File: src/rtl/traffic_lights_cmd_master_if.sv
// Request/command bundle between a host sequencer, the command master and the
// traffic light controller. The master modport is the command master's view.
`timescale 1us/1ns

interface traffic_lights_cmd_master_if;
    logic [1:0]  req_type_i;
    logic [15:0] req_red_ms_i;
    logic [15:0] req_yellow_ms_i;
    logic [15:0] req_green_ms_i;
    logic        req_val_i;
    logic        req_ready_o;
    logic [2:0]  cmd_type_o;
    logic        cmd_val_o;
    logic [15:0] cmd_data_o;
    logic        busy_o;
    logic        done_o;
    logic        err_o;

    modport master (
        input  req_type_i, req_red_ms_i, req_yellow_ms_i, req_green_ms_i, req_val_i,
        output req_ready_o, cmd_type_o, cmd_val_o, cmd_data_o, busy_o, done_o, err_o
    );

    modport slave (
        output req_type_i, req_red_ms_i, req_yellow_ms_i, req_green_ms_i, req_val_i,
        input  req_ready_o, cmd_type_o, cmd_val_o, cmd_data_o, busy_o, done_o, err_o
    );
endinterface

File: src/rtl/traffic_lights_cmd_master.sv
// Turns host requests (CONFIG/ON/OFF/BLINK) into the traffic light controller's
// single-cycle command stream, spacing commands by CMD_GAP_CLK idle clocks.
`timescale 1us/1ns

module traffic_lights_cmd_master #(
    parameter int CMD_GAP_CLK = 2,
    parameter int MAX_TIME_MS = 16383
) (
    input logic                           clk_0m002,
    input logic                           arst_n_i,
    traffic_lights_cmd_master_if.master   bus
);

    typedef enum logic [1:0] {S_IDLE, S_CHECK, S_SEND, S_GAP} state_t;

    typedef struct packed {
        logic [2:0]  ctype;
        logic [15:0] data;
    } cmd_t;

    localparam logic [1:0] REQ_CONFIG = 2'd0;
    localparam logic [1:0] REQ_ON     = 2'd1;
    localparam logic [1:0] REQ_OFF    = 2'd2;

    localparam logic [2:0] CMD_ON     = 3'd0;
    localparam logic [2:0] CMD_OFF    = 3'd1;
    localparam logic [2:0] CMD_BLINK  = 3'd2;
    localparam logic [2:0] CMD_GREEN  = 3'd3;
    localparam logic [2:0] CMD_RED    = 3'd4;
    localparam logic [2:0] CMD_YELLOW = 3'd5;

    localparam bit          NO_GAP     = (CMD_GAP_CLK == 0);
    localparam logic [7:0]  GAP_RELOAD = NO_GAP ? 8'd0 : 8'(CMD_GAP_CLK - 1);
    localparam logic [15:0] MAX_T      = 16'(MAX_TIME_MS);

    state_t      r_state, w_state_nxt;
    logic [2:0]  r_idx, w_idx_nxt;
    logic [7:0]  r_gap;
    logic [1:0]  r_req_type;
    logic [15:0] r_red, r_yellow, r_green;
    logic        r_ready, r_busy, r_done, r_cmd_val;
    logic [2:0]  r_cmd_type;
    logic [15:0] r_cmd_data;

    logic        w_accept, w_bad, w_last, w_err;
    logic        w_ready, w_busy, w_done, w_cmd_val;
    logic [2:0]  w_cmd_type;
    logic [15:0] w_cmd_data;
    cmd_t        w_cmd;

    function automatic logic [2:0] last_idx(input logic [1:0] rt);
        return (rt == REQ_CONFIG) ? 3'd4 : 3'd0;
    endfunction

    function automatic cmd_t cmd_lookup(input logic [1:0] rt, input logic [2:0] idx,
                                        input logic [15:0] red, input logic [15:0] yel,
                                        input logic [15:0] grn);
        cmd_t c;
        c.ctype = CMD_ON;
        c.data  = '0;
        case (rt)
            REQ_CONFIG: begin
                case (idx)
                    3'd0:    c.ctype = CMD_BLINK;
                    3'd1:    begin c.ctype = CMD_GREEN;  c.data = grn; end
                    3'd2:    begin c.ctype = CMD_RED;    c.data = red; end
                    3'd3:    begin c.ctype = CMD_YELLOW; c.data = yel; end
                    default: c.ctype = CMD_ON;
                endcase
            end
            REQ_ON:  c.ctype = CMD_ON;
            REQ_OFF: c.ctype = CMD_OFF;
            default: c.ctype = CMD_BLINK;
        endcase
        return c;
    endfunction

    function automatic logic time_bad(input logic [15:0] t);
        return (t == 16'd0) || (t > MAX_T);
    endfunction

    assign w_accept = bus.req_val_i & r_ready;
    assign w_last   = (r_idx == last_idx(r_req_type));
    assign w_bad    = (r_req_type == REQ_CONFIG) &&
                      (time_bad(r_red) || time_bad(r_yellow) || time_bad(r_green));

    // NOTE: sequential state uses non-blocking assignments so every register
    // samples pre-edge values regardless of process ordering.
    always_ff @(posedge clk_0m002 or negedge arst_n_i) begin
        if (!arst_n_i) begin
            r_state <= S_IDLE;
            r_idx   <= '0;
        end else begin
            r_state <= w_state_nxt;
            r_idx   <= w_idx_nxt;
        end
    end

    always_comb begin
        w_state_nxt = r_state;
        w_idx_nxt   = r_idx;
        case (r_state)
            S_IDLE: begin
                if (w_accept) begin
                    w_state_nxt = S_CHECK;
                    w_idx_nxt   = '0;
                end
            end
            S_CHECK: w_state_nxt = w_bad ? S_IDLE : S_SEND;
            S_SEND: begin
                if (w_last) begin
                    w_state_nxt = S_IDLE;
                end else begin
                    w_idx_nxt   = r_idx + 3'd1;
                    w_state_nxt = NO_GAP ? S_SEND : S_GAP;
                end
            end
            S_GAP: begin
                if (r_gap == 8'd0) w_state_nxt = S_SEND;
            end
            default: w_state_nxt = S_IDLE;
        endcase
    end

    // Outputs are computed one cycle ahead from the next state so they can be
    // registered; err is decoded from the CHECK state and the latched fields.
    always_comb begin
        // NOTE: every output gets a default first so no latch is inferred.
        w_cmd      = cmd_lookup(r_req_type, w_idx_nxt, r_red, r_yellow, r_green);
        w_cmd_val  = (w_state_nxt == S_SEND);
        w_cmd_type = '0;
        w_cmd_data = '0;
        if (w_cmd_val) begin
            w_cmd_type = w_cmd.ctype;
            w_cmd_data = w_cmd.data;
        end
        w_done  = w_cmd_val && (w_idx_nxt == last_idx(r_req_type));
        w_busy  = (w_state_nxt != S_IDLE);
        w_ready = (w_state_nxt == S_IDLE);
        w_err   = (r_state == S_CHECK) && w_bad;
    end

    always_ff @(posedge clk_0m002 or negedge arst_n_i) begin
        if (!arst_n_i) begin
            r_ready    <= 1'b0;
            r_busy     <= 1'b0;
            r_done     <= 1'b0;
            r_cmd_val  <= 1'b0;
            r_cmd_type <= '0;
            r_cmd_data <= '0;
            r_gap      <= '0;
            r_req_type <= '0;
            r_red      <= '0;
            r_yellow   <= '0;
            r_green    <= '0;
        end else begin
            r_ready    <= w_ready;
            r_busy     <= w_busy;
            r_done     <= w_done;
            r_cmd_val  <= w_cmd_val;
            r_cmd_type <= w_cmd_type;
            r_cmd_data <= w_cmd_data;

            case (r_state)
                S_IDLE:  r_gap <= '0;
                S_SEND:  r_gap <= GAP_RELOAD;
                S_GAP:   if (r_gap != 8'd0) r_gap <= r_gap - 8'd1;
                default: r_gap <= r_gap;
            endcase

            if (w_accept) begin
                r_req_type <= bus.req_type_i;
                r_red      <= bus.req_red_ms_i;
                r_yellow   <= bus.req_yellow_ms_i;
                r_green    <= bus.req_green_ms_i;
            end
        end
    end

    assign bus.req_ready_o = r_ready;
    assign bus.busy_o      = r_busy;
    assign bus.done_o      = r_done;
    assign bus.cmd_val_o   = r_cmd_val;
    assign bus.cmd_type_o  = r_cmd_type;
    assign bus.cmd_data_o  = r_cmd_data;
    assign bus.err_o       = w_err;

endmodule

File: src/flat_wrapper.sv
// flat-port wrapper written by rule: the top's interface ports become plain ports
module traffic_lights_cmd_master_flat 
#(
    parameter int CMD_GAP_CLK = 2,
    parameter int MAX_TIME_MS = 16383
)
  (clk_0m002, arst_n_i, bus_req_type_i, bus_req_red_ms_i, bus_req_yellow_ms_i, bus_req_green_ms_i, bus_req_val_i, bus_req_ready_o, bus_cmd_type_o, bus_cmd_val_o, bus_cmd_data_o, bus_busy_o, bus_done_o, bus_err_o);
  traffic_lights_cmd_master_if bus_i ();
  input logic clk_0m002;
  input logic arst_n_i;
  input wire logic [$bits(bus_i.req_type_i)-1:0] bus_req_type_i;
  input wire logic [$bits(bus_i.req_red_ms_i)-1:0] bus_req_red_ms_i;
  input wire logic [$bits(bus_i.req_yellow_ms_i)-1:0] bus_req_yellow_ms_i;
  input wire logic [$bits(bus_i.req_green_ms_i)-1:0] bus_req_green_ms_i;
  input wire logic [$bits(bus_i.req_val_i)-1:0] bus_req_val_i;
  output wire logic [$bits(bus_i.req_ready_o)-1:0] bus_req_ready_o;
  output wire logic [$bits(bus_i.cmd_type_o)-1:0] bus_cmd_type_o;
  output wire logic [$bits(bus_i.cmd_val_o)-1:0] bus_cmd_val_o;
  output wire logic [$bits(bus_i.cmd_data_o)-1:0] bus_cmd_data_o;
  output wire logic [$bits(bus_i.busy_o)-1:0] bus_busy_o;
  output wire logic [$bits(bus_i.done_o)-1:0] bus_done_o;
  output wire logic [$bits(bus_i.err_o)-1:0] bus_err_o;
  assign bus_i.req_type_i = bus_req_type_i;
  assign bus_i.req_red_ms_i = bus_req_red_ms_i;
  assign bus_i.req_yellow_ms_i = bus_req_yellow_ms_i;
  assign bus_i.req_green_ms_i = bus_req_green_ms_i;
  assign bus_i.req_val_i = bus_req_val_i;
  assign bus_req_ready_o = bus_i.req_ready_o;
  assign bus_cmd_type_o = bus_i.cmd_type_o;
  assign bus_cmd_val_o = bus_i.cmd_val_o;
  assign bus_cmd_data_o = bus_i.cmd_data_o;
  assign bus_busy_o = bus_i.busy_o;
  assign bus_done_o = bus_i.done_o;
  assign bus_err_o = bus_i.err_o;
  traffic_lights_cmd_master #(.CMD_GAP_CLK(CMD_GAP_CLK), .MAX_TIME_MS(MAX_TIME_MS)) u_core (.clk_0m002(clk_0m002), .arst_n_i(arst_n_i), .bus(bus_i));
endmodule
File: config.mk
export PLATFORM = sky130hd
export DESIGN_NAME = traffic_lights_cmd_master_flat
export DESIGN_NICKNAME = d
export VERILOG_FILES = /design/src/rtl/traffic_lights_cmd_master_if.sv /design/src/rtl/traffic_lights_cmd_master.sv /design/src/flat_wrapper.sv
export SDC_FILE = /design/constraint.sdc
export NUM_CORES = 1
export LEC_CHECK = 0
export ABC_AREA = 1
export CAP_MARGIN = 30
export CORE_MARGIN = 8
export CORE_UTILIZATION = 43
export DETAILED_ROUTE_END_ITERATION = 8
export PLACE_DENSITY_LB_ADDON = 0.08
export SKIP_LAST_GASP = 1
export SLEW_MARGIN = 20
export SYNTH_ARGS = -nofsm -noshare
export SYNTH_HDL_FRONTEND = slang
export SYNTH_SLANG_ARGS = --single-unit
File: constraint.sdc
create_clock -name clk_0m002 -period 5 [get_ports clk_0m002]
set_clock_uncertainty 0.05 [all_clocks]
set_input_delay 1.5 -clock clk_0m002 [delete_from_list [all_inputs] [get_ports clk_0m002]]
set_output_delay 1.5 -clock clk_0m002 [all_outputs]
set_load 0.03 [all_outputs]
# Yosys cells after proc, flatten, opt, wreduce, memory -nomap -nowiden
# Cells that the tools add are included.
op_classes:
  add_sub_neg: 2
  multipliers: 0
  n_div: 0
  magnitude_cmp: 3
  n_eq_ne: 12
  shifts: 0
  mux: 17
  bitwise_logic: 1
  reduce_logical: 20
ops:
  columns: ["operator", "n"]
  rows:
  - ["$gt 16x14->1 const B", 3]
  - ["$logic_not 16->1", 3]
  - ["$pmux 16 s3", 1]
  - ["$mux 16", 2]
  - ["$pmux 8 s3", 1]
  - ["$mux 3", 4]
  - ["$pmux 3 s4", 1]
  - ["$pmux 3 s3", 1]
  - ["$eq 2x2->1 const B", 4]
  - ["$logic_not 8->1", 1]
  - ["$mux 2", 4]
  - ["$mux 8", 1]
  - ["$pmux 2 s4", 1]
  - ["$reduce_bool 8->1", 1]
  - ["$sub 8x1->8 const B", 1]
  - ["$eq 3x2->1 const B", 2]
  - ["$eq 3x3->1", 2]
  - ["$logic_not 2->1", 3]
  - ["$pmux 3 s2", 1]
  - ["$logic_or 1x1->1", 5]
  - ["$eq 2x1->1 const B", 2]
  - ["$add 3x1->3 const B", 1]
  - ["$eq 3x1->1 const B", 1]
  - ["$logic_and 1x1->1", 3]
  - ["other kinds (6)", 6]
word_totals:
  reg_bits: 86
  latchBits: 0
  ramBits: 0
  mem_bits_ro: 0
  in_bits: 53
  out_inout_bits: 24
  elab_cells: 68
  n_memories: 0

# Logic depth before layout (Yosys ltp)
logic_depth:
  depth_word: 9
  ltp_mapped: 14

# Worst setup path after synthesis
# Ideal clock, no wire load.
synth_path:
  path_type: "flip-flop to output port"
  from: "register u_core.r_green[1]"
  to: "output bus_err_o"
  arrival_time_ns: 1.537
  slack_ns: 1.913
  stages_incl_launch_ff: 7
  n_path_buf: 0
  path_cell_list: "dfrtp_1 > or2_2 > nor2_1 > nand2_1 > nand2_1 > nor2_1 > nor3_1"
synth_via:
  elab_chain_cells: 5
  elab_cells_between_ends: 6
synth_rtl:
  columns: ["element", "line", "rtl"]
  rows:
  - ["start, declared", "traffic_lights_cmd_master.sv:40", "logic [15:0] r_red, r_yellow, r_green;"]
  - ["start signal, assigned", "traffic_lights_cmd_master.sv:175", "r_green <= bus.req_green_ms_i;"]
  - ["$gt 16x14->1 or $logic_not 16->1 (tied branches)", "traffic_lights_cmd_master.sv:79", "return (t == 16'd0) || (t > MAX_T);"]
  - ["$logic_or 1x1->1 (*)", "traffic_lights_cmd_master.sv:79", null]
  - ["$logic_or 1x1->1 (*)", "traffic_lights_cmd_master.sv:85", "(time_bad(r_red) || time_bad(r_yellow) || time_bad(r_green));"]
  - ["$logic_and 1x1->1 (*)", "traffic_lights_cmd_master.sv:84", "assign w_bad = (r_req_type == REQ_CONFIG) &&"]
  - ["$logic_and 1x1->1 (*)", "traffic_lights_cmd_master.sv:140", "w_err = (r_state == S_CHECK) && w_bad;"]
  - ["end, declared", "flat_wrapper.sv:22", "output wire logic [$bits(bus_i.err_o)-1:0] bus_err_o;"]
# Every way passes the cells marked *; elsewhere a longest branch is shown, timed or not.

# Worst setup path in the final report
layout_path:
  from: "register u_core.r_yellow[1]"
  to: "output bus_err_o"
layout_via:
  elab_chain_cells: 6
  elab_cells_between_ends: 7
layout_rtl:
  columns: ["element", "line", "rtl"]
  rows:
  - ["start, declared", "traffic_lights_cmd_master.sv:40", null]
  - ["start signal, assigned", "traffic_lights_cmd_master.sv:174", "r_yellow <= bus.req_yellow_ms_i;"]
  - ["$gt 16x14->1 or $logic_not 16->1 (tied branches)", "traffic_lights_cmd_master.sv:79", null]
  - ["$logic_or 1x1->1 (*)", "traffic_lights_cmd_master.sv:79", null]
  - ["$logic_or 1x1->1 (*) (2 in a row)", "traffic_lights_cmd_master.sv:85", null]
  - ["$logic_and 1x1->1 (*)", "traffic_lights_cmd_master.sv:84", null]
  - ["$logic_and 1x1->1 (*)", "traffic_lights_cmd_master.sv:140", null]
# Marked as above.

==> flow_metrics.py <==
metrics = {
    "status": {
        "status": "finished, final reports clean",
    },
    "critical_path": {
        "crit_start": "u_core.r_yellow[1]",
        "cp.depth": 7,
        "required_ns": 3.45,
        "r2r_cells": 11,
        "start_kind": "flip-flop",
        "cp_slowest_stage_delay_ns": 0.71,
        "cp_num_buf_inv": 1,
        "worst_setup_path_end_kind": "primary output",
        "rr_startpoint": "u_core.r_req_type[1]",
        "ff2ff_setup_slack_ns": 2.64,
        "criticalPathCategory": "flip-flop to primary output",
        "worstPathArrival_ns": 2.27,
        "cpLargestDelayFamily": "simple AND/OR/NAND/NOR gates",
        "reg2reg_to": "u_core.bus.cmd_data_o[12]",
        "cp_max_fo": 3,
        "critPathSlowestCell": "clkdlybuf4s50_1",
        "path_cells": "or2_2 > nor2_1 > nand2_1 > nand2_1 > nor2_1 > nor3_1 > clkdlybuf4s50_1",
    },
    "yosys": {
        "synthesis.area_mm2": 0.004084,
        "async_reset_ff_share_pct": 100.0,
        "avgSynthCellArea_um2": 9.282,
        "ys.flop_type": "dfrtp_1",
        "ys_warn_count": 0,
        "synth_seq_cells": 86,
        "yosysSeqAreaShare_pct": 52.70,
        "netlist_instances": 440,
        "synth.distinct_cells": 34,
        "syn-num-nets": 498,
        "synth-edff-count": 0,
    },
    "cells_and_area": {
        "fillers": 848,
        "insertedDiodeCount": 0,
        "multi_input_area_mm2": 0.001694,
        "drive_above_1_share_pct": 15.96,
        "fin_util_pct": 55.83,
        "area_growth_pct": 26.32,
        "seq_area_mm2": 0.002152,
        "finalNetCount": 573,
        "final_area_mm2": 0.005159,
        "layout_commonest_cell": "nor2_1",
        "final_cell_mix": "nor2_1, dfrtp_1, clkdlybuf4s50_1",
    },
    "clock_tree": {
        "post-cts-setup-buffers": 0,
        "cts_root_buf": "clkbuf_8",
        "cts_made_buffers": 9,
        "ctsHoldBuffers": 0,
        "clkTransAtPathRegs_ns": 0.09,
        "htree_num_levels": 3,
        "clk_path_buf_depth": 2,
        "cts_tree": "yes",
        "insertion_delay_ns": 0.35,
        "cts.repair.resized": 0,
        "clock_sinks": 86,
    },
    "routing": {
        "drt_iter0_drc": 140,
        "post_drt_wl_per_cell_um": 14.03,
        "wl_um": 9103,
        "ant_nets": 0,
        "num_vias": 3153,
        "dr.pass1.iters": 4,
        "drc": 0,
        "vias_per_cell": 4.858,
    },
    "timing": {
        "fin_tns_setup_ns": 0,
        "grt_setup_unrepaired": "false",
        "setup_viol": 0,
        "slew_violations": 0,
        "hold_viol": 0,
        "max_freq_mhz": 262.0,
        "worst_slew_pin_slew_ns": 0.7461,
        "period_share_pct": 76.34,
        "min_period_ns": 3.817,
        "relSlewSlack_pct": 50.26,
    },
    "placement": {
        "postPlaceCellArea_mm2": 0.004959,
        "hpwlAfterDp_um": 6910,
        "io_buffers": 76,
        "gp_congestion": 0.7913,
    },
    "die": {
        "coreArea_mm2": 0.009240,
        "io_pins": 77,
        "die_area_mm2": 0.01287,
        "die_y_um": 113.5,
        "start_util_pct": 44.20,
        "core.rowCount": 35,
        "die_w_um": 113.5,
    },
    "power_and_ir_drop": {
        "p_total_mw": 2.927,
        "vdd_drop_max_mv": 0.2581,
        "power_leakage_nw": 2.374,
        "powerDensity_mw_per_mm2": 567.4,
    },
    "global_routing": {
        "antenna_found_initial": 0,
        "grt_max_degree": 69,
        "gr-total-overflow": 0,
        "grt_pass1_vias": 3188,
        "grt_usage_pct": 15.20,
        "grt_pass1_wl_um": 15750,
    },
    "worst_hold_path": {
        "holdCritPathClass": "flip-flop to flip-flop",
        "hold_depth": 2,
        "whs_endpoint": "u_core.r_red[15]",
        "worstHoldStart": "u_core.r_red[15]",
    },
    "job": {
        "maxCapViolCount": 0,
    },
}
-- metrics by stage --
step	hold slack (ns)	instances	setup WS, ns
3_5_place_dp	0.4759	633	1.536
3_3_place_gp	0.4677	632	1.577
4_1_cts	0.4908	649	1.144
2_1_floorplan	0.4424	440	1.913
5_1_grt	0.5180	649	1.059
6_report	0.4892	649	1.183
-- cell type report --
| class | instances | area share (%) |
|---|---|---|
| Clock inverter | 5 | 1.140 |
| Tap cell | 129 | 3.129 |
| Sequential cell | 86 | 41.72 |
| Inverter | 42 | 3.056 |
| Clock buffer | 11 | 2.741 |
| Timing Repair Buffer | 78 | 15.38 |
| Multi-Input combinational cell | 298 | 32.84 |
-- worst register-to-register path, stage by stage (launching register included) --
cell	delay, ns
dfrtp_1	0.38
inv_1	0.10
ha_1	0.28
inv_2	0.07
nand2_1	0.07
nand3_2	0.13
nand4_1	0.15
nand3_4	0.34
nand2_2	0.40
nor2_1	0.08
nor2_1	0.12
nor2_1	0.06
-- cell families (layout without fill, tap and decap cells) --
kind of cell / count (synthesis) / after routing / synth area share (%)
and+or+nand+nor: 222 / 222 / 25.12
DFF: 86 / 86 / 52.70
buffers and inverters: 56 / 136 / 5.882
AOI/OAI and AO/OA: 37 / 37 / 5.515
muxes: 32 / 32 / 8.824
adders and majority gates: 5 / 5 / 1.532
xor gates and xnor gates: 2 / 2 / 0.4290
-- power breakdown --
| group | internal [mW] | switching, mW | leakage [nW] |
|---|---|---|---|
| clock network | 0.245 | 0.246 | 0.0955 |
| registers | 0.965 | 0.187 | 1.04 |
| logic | 0.500 | 0.784 | 1.23 |
-- cell usage after synthesis, types with 4 or more instances --
library cell | n | share of area, %
a21oi_1 | 23 | 2.8
clkbuf_1 | 4 | 0.37
dfrtp_1 | 86 | 53
ha_1 | 5 | 1.5
inv_1 | 37 | 3.4
inv_2 | 5 | 0.46
mux2_2 | 32 | 8.8
nand2_1 | 57 | 5.2
nand2_2 | 5 | 0.77
nand3_1 | 35 | 4.3
nor2_1 | 100 | 9.2
nor2_2 | 6 | 0.92
nor2_4 | 4 | 1.1
nor3_1 | 4 | 0.49
o21ai_0 | 4 | 0.49
o22ai_1 | 4 | 0.61
-- routing by layer --
layer | up-vias | global-route usage [%] | wire [um]
li1 | 1564 | - | -
met1 | 1506 | 18.15 | 4004
met2 | 72 | 25.87 | 4555
met3 | 11 | 3.962 | 407
met4 | 0 | 5.506 | 136
met5 | - | 0 | 0
-- worst max path at each step --
stage                                           end
after floorplan                           bus_err_o
after global routing                      bus_err_o
after CTS                                 bus_err_o
final                                     bus_err_o
after detailed placement  u_core.bus.cmd_data_o[10]
after global placement                    bus_err_o
-- sequential cells by signal (all words and copies together), names as in the netlist, 2 cells and up --
register and cells:
u_core.r_red 16, u_core.r_state 2, u_core.r_gap 8, u_core.bus.cmd_data_o 16, u_core.bus.cmd_type_o 3, u_core.r_req_type 2
u_core.r_green 16, u_core.r_yellow 16, u_core.r_idx 3
Note: power is estimated with default switching activity, not from simulation.
